## config.mk

```make
export PLATFORM = sky130hd
export DESIGN_NAME = xosera_reboot_ctrl
export DESIGN_NICKNAME = d
export VERILOG_FILES = /design/src/rtl/xosera_reboot_ctrl.sv
export SDC_FILE = /design/constraint.sdc
export NUM_CORES = 1
export LEC_CHECK = 0
export CORE_MARGIN = 2
export CORE_UTILIZATION = 40
export DETAILED_ROUTE_END_ITERATION = 16
export HOLD_SLACK_MARGIN = 0.12
export PLACE_DENSITY = 0.79
export SLEW_MARGIN = 10
export SYNTH_ARGS = -nofsm -noshare
export SYNTH_HDL_FRONTEND = slang
export SYNTH_SLANG_ARGS = --single-unit
export TNS_END_PERCENT = 20
```

## constraint.sdc

```tcl
create_clock -name clk -period 1.9 [get_ports clk]
set_clock_uncertainty 0.1 [all_clocks]
set_input_delay 0.19 -clock clk [delete_from_list [all_inputs] [get_ports clk]]
set_output_delay 0.19 -clock clk [all_outputs]
set_load 0.01 [all_outputs]
```

## src/rtl/xosera_reboot_ctrl.sv

```systemverilog
// Warm-boot sequencer: checks the unlock key, waits for a quiet 68k bus, blanks video,
// then drives SB_WARMBOOT. Every output comes straight from a flop.
module xosera_reboot_ctrl #(
  parameter logic [15:0] KEY          = 16'hB007,
  parameter int unsigned IDLE_CYCLES  = 16,
  parameter int unsigned BLANK_CYCLES = 4096
) (
  input  logic       clk,
  input  logic       reset_n_i,
  input  logic       req_i,
  input  logic [15:0] req_key_i,
  input  logic [1:0] req_sel_i,
  input  logic       cancel_i,
  input  logic       bus_cs_n_i,
  input  logic       pll_lock_i,
  output logic       busy_o,
  output logic       blank_o,
  output logic       reconfig_o,
  output logic [1:0] boot_select_o,
  output logic       key_err_o
);

  localparam int unsigned MaxCycles = (IDLE_CYCLES > BLANK_CYCLES) ? IDLE_CYCLES : BLANK_CYCLES;
  localparam int unsigned CntW      = (MaxCycles > 1) ? $clog2(MaxCycles) : 1;
  localparam logic [CntW-1:0] IdleLast  = CntW'(IDLE_CYCLES - 1);
  localparam logic [CntW-1:0] BlankLast = CntW'(BLANK_CYCLES - 1);

  typedef enum logic [2:0] {StIdle, StArmed, StQuiet, StBlank, StBoot} state_e;

  state_e          state_q, state_d;
  logic [CntW-1:0] cnt_q, cnt_d;
  logic [1:0]      sel_q, sel_d;
  logic            cs_meta_q, cs_sync_q;
  logic            key_err_d;
  logic            abort;

  logic            busy_q, blank_q, reconfig_q, key_err_q;
  logic            busy_d, blank_d, reconfig_d;
  logic [1:0]      boot_sel_q, boot_sel_d;

  // Bus select pin is asynchronous to the pixel clock; resets to deselected.
  always_ff @(posedge clk or negedge reset_n_i) begin
    if (!reset_n_i) begin
      cs_meta_q <= 1'b1;
      cs_sync_q <= 1'b1;
    end else begin
      cs_meta_q <= bus_cs_n_i;
      cs_sync_q <= cs_meta_q;
    end
  end

  assign abort = cancel_i | ~pll_lock_i;

  always_comb begin
    state_d   = state_q;
    cnt_d     = cnt_q;
    sel_d     = sel_q;
    key_err_d = 1'b0;
    unique case (state_q)
      StIdle: begin
        if (req_i) begin
          if (req_key_i == KEY) begin
            sel_d   = req_sel_i;
            cnt_d   = '0;
            state_d = StArmed;
          end else begin
            key_err_d = 1'b1;
          end
        end
      end
      StArmed: begin
        if (abort) begin
          state_d = StIdle;
        end else begin
          cnt_d   = '0;
          state_d = StQuiet;
        end
      end
      StQuiet: begin
        if (abort) begin
          state_d = StIdle;
        end else if (!cs_sync_q) begin
          cnt_d = '0;
        end else if (cnt_q == IdleLast) begin
          cnt_d   = '0;
          state_d = StBlank;
        end else begin
          cnt_d = cnt_q + CntW'(1);
        end
      end
      StBlank: begin
        if (abort) begin
          state_d = StIdle;
        end else if (cnt_q == BlankLast) begin
          state_d = StBoot;
        end else begin
          cnt_d = cnt_q + CntW'(1);
        end
      end
      StBoot: begin
        // Terminal; only reset leaves.
      end
      default: state_d = StIdle;
    endcase
  end

  // Outputs are decoded from the next state so they land in flops on the same edge.
  always_comb begin
    busy_d     = (state_d != StIdle);
    blank_d    = (state_d == StBlank) || (state_d == StBoot);
    reconfig_d = (state_d == StBoot);
    boot_sel_d = (state_d == StBoot) ? sel_d : 2'b00;
  end

  always_ff @(posedge clk or negedge reset_n_i) begin
    if (!reset_n_i) begin
      state_q    <= StIdle;
      cnt_q      <= '0;
      sel_q      <= 2'b00;
      busy_q     <= 1'b0;
      blank_q    <= 1'b0;
      reconfig_q <= 1'b0;
      boot_sel_q <= 2'b00;
      key_err_q  <= 1'b0;
    end else begin
      state_q    <= state_d;
      cnt_q      <= cnt_d;
      sel_q      <= sel_d;
      busy_q     <= busy_d;
      blank_q    <= blank_d;
      reconfig_q <= reconfig_d;
      boot_sel_q <= boot_sel_d;
      key_err_q  <= key_err_d;
    end
  end

  assign busy_o        = busy_q;
  assign blank_o       = blank_q;
  assign reconfig_o    = reconfig_q;
  assign boot_select_o = boot_sel_q;
  assign key_err_o     = key_err_q;

endmodule

```

==> impl_metrics.yaml <==
clock_network:
  clock_latency_ns: 0.34
  cts_tree: "done"
  clk_pin_slew_ns: 0.15
  cts_sinks: 25
  cts_buffers: 3
  root_buffer: "clkbuf_4"
  cts_buffer_depth: 2
  cts_max_level: 1
sta:
  setup_violations: 12
  finalCriticalPeriod_ns: 2.04
  max_slew.worst_pin.slew_ns: 0.352
  fmax_ghz: 0.490
  period_share_pct: 107
  finalHoldViolCount: 0
  relSlewSlack_pct: 76.2
  fin_setup_tns_ns: -1.39
  setup_slack_ns: -0.141
  grt_setup_unrepaired: "yes"
  slew_violations: 0
synthesis:
  yosysWarnings: 0
  synth_edf_count: 0
  synthAdderAreaFrac_pct: 0.983
  synth-compound-area-share_pct: 18.4
  synth_area_per_cell_um2: 10.8
  synth.distinct_cells: 34
  muxShareOfSynthArea_pct: 2.65
  syn_nets: 143
  syn_area_mm2: 0.00127
  synth_simple_gate_area_share_pct: 24.1
  synthCells: 118
  ys.flop_type: "dfrtp_1"
  synthArstFlopShare_pct: 100
  synthXorXnorAreaFrac_pct: 0
  ys_seq_area_share_pct: 49.4
  synth_top_family_by_area: "simple AND/OR/NAND/NOR gates"
  ys_ff_latch: 25
setup_path:
  cp_max_fo: 7
  endpoint_kind: "register"
  crit_type: "register to register"
  crit_family: "simple AND/OR/NAND/NOR gates"
  slowest_stage: "or4_4"
  crit_chain: "or4_4, nor3_4, a31oi_4, buf_6, a22o_1, a22o_1"
  cp_common_cell: "a22o_1"
  path_buf_inv: 1
  worstPathRequired_ns: 2.04
  arrival_ns: 2.18
  max_stage_delay_ns: 0.55
  start_kind: "register"
routing:
  via_count: 1230
  drt-pass1-iter-count: 4
  drc: 0
  drt_iter0_drc: 45
  wirelength_um: 3630
  routed_via_density: 5.47
  drtAntennaViolNets: 0
  wl_per_cell_um: 16.1
place:
  port_buffers: 29
  pre_cts_ws_ns: -0.354
  routabilityCongestion: 0.856
  dp.cells: 214
  place.detailed.hpwl_um: 2400
layout:
  syn_to_final_growth_pct: 55.5
  drive_gt1_share_pct: 33.1
  diodes: 0
  nets: 207
  fin_cells: 225
  final_util_pct: 65.3
  n_fill_cell: 222
die:
  die_w_um: 60.4
  start_util_pct: 42.0
  die_y_um: 60.4
  ios: 30
  fp-row-count: 20
  dieArea_mm2: 0.00365
  core_mm2: 0.00303
power:
  peakVddDrop_uv: 397
  p_leak_uw: 0.000914
  power_density_mw_per_mm2: 444
global_routing:
  antenna_found_initial: 0
  overflow: 0
  grt_max_degree: 26
  grt_pass1_wl_um: 5710
  grtUsageTotal_pct: 21.6
  grt_pass1_vias: 1245
flow_run:
  max-cap-violations: 0
outcome:
  status: "finished with violations"
  violations: "negative setup slack"
min_path:
  min_path_type: "input pin to register"
[worst paths after layout]
kind                            start  cells after the start  slack (ns)   endpoint
max                          cnt_q[9]                      6       -0.14   cnt_q[5]
min reg2reg                 cs_meta_q                      0        0.27  cs_sync_q
max in group asynchronous   reset_n_i                      3        0.77  cs_sync_q
min                        bus_cs_n_i                      1        0.14  cs_meta_q
max reg2reg                  cnt_q[9]                      6       -0.14   cnt_q[5]
min in group asynchronous   reset_n_i                      3        0.64   cnt_q[5]
[worst register-to-register path, stage by stage (launching register included)]
cell,delay [ns]
dfrtp_1,0.41
or4_4,0.55
nor3_4,0.19
a31oi_4,0.15
buf_6,0.16
a22o_1,0.18
a22o_1,0.21
[state kept, by name, summed over array words and instances, names as in the netlist]
| signal | count |
|---|---|
| key_err_o | 1 |
| reconfig_o | 1 |
| busy_o | 1 |
| boot_select_o | 2 |
| state_q | 3 |
| cnt_q | 12 |
| cs_meta_q | 1 |
| blank_o | 1 |
| sel_q | 2 |
| cs_sync_q | 1 |
[Yosys cell counts (2+ instances only)]
cell / number / share of area [%]
dfrtp_1: 23 / 45
and3_1: 2 / 0.98
dfstp_2: 2 / 4.1
and2_1: 3 / 1.5
a22o_1: 19 / 13
nand3_1: 5 / 2.0
o21ai_0: 2 / 0.79
nand2_1: 8 / 2.4
or2_2: 3 / 1.5
inv_1: 6 / 1.8
buf_6: 2 / 1.8
nand2b_1: 2 / 0.98
nand4_1: 2 / 0.98
nor4bb_1: 3 / 2.4
mux2_2: 3 / 2.7
nor3_1: 2 / 0.79
a31oi_1: 2 / 0.98
nor4b_1: 2 / 1.4
nor2_1: 12 / 3.5
[through the flow]
step           hold WS, ns  area, um^2  power, uW
3_3_place_gp         0.250        1790        617
5_1_grt              0.126        1980        908
2_1_floorplan       -0.206        1270        554
4_1_cts              0.129        1910        881
6_report             0.135        1980        878
3_5_place_dp         0.254        1790        619
[report_power, final]
group          internal (uW)  total, uW  switching (uW)
Sequential               537        539            2.15
Clock                   86.1        266             180
Combinational           50.7       71.8            21.2
[cells in the final DEF, fill, tap and decap left out, drive strengths merged]
cell type	Yosys	layout
dlygate4sd3	0	1
o211ai	1	1
and3	2	2
a31oi	2	2
nor3	3	3
and2	3	3
buf	4	33
ha	1	1
nor3b	1	1
nor4b	2	2
a21o	1	1
a32oi	1	1
clkdlybuf4s50	0	29
or2	3	3
a21boi	1	1
nor4bb	3	3
dfrtp	23	23
nand2b	2	2
nand2	8	8
dfstp	2	2
inv	6	7
o21ai	2	2
nor2	12	12
nand4	3	3
nor4	1	1
or3	1	1
a22o	19	19
nand3	5	5
or4	1	1
mux2	3	3
o2bb2ai	1	1
clkbuf	0	3
and4	1	1
[logic make-up after synthesis]
logic type      after synthesis
fa+ha+maj                     1
buf+inv                      10
mux                           3
compound gates               28
simple gates                 51
flops                        25
[final cells by class]
cell class,count,area [um^2],area share (%)
sequential,25,628,31.8
tap,44,55.1,2.78
clock inverter,1,8.76,0.443
timing repair buffer,63,578,29.2
inverter,6,22.5,1.14
multi-input combinational,83,663,33.5
clock buffer,3,22.5,1.14
[layer usage]
layer	GRT usage, %	vias up	share of wire, %
met1	24.8	615	40
met2	38.7	36	54
met3	3.62	10	3.1
li1	-	569	-
met5	0	-	0
met4	10.5	0	3.0
[repair_timing]
item | 4_1_cts | 5_1_grt
hold endpoints to repair | 23 | 0
setup endpoints to repair | 13 | 17
resized for setup | 10 | 14
pin swaps | 15 | 7
gates cloned | 0 | 0
setup buffers | 4 | 2
hold buffers | 1 | 0
(Power assumes the default switching activity.)
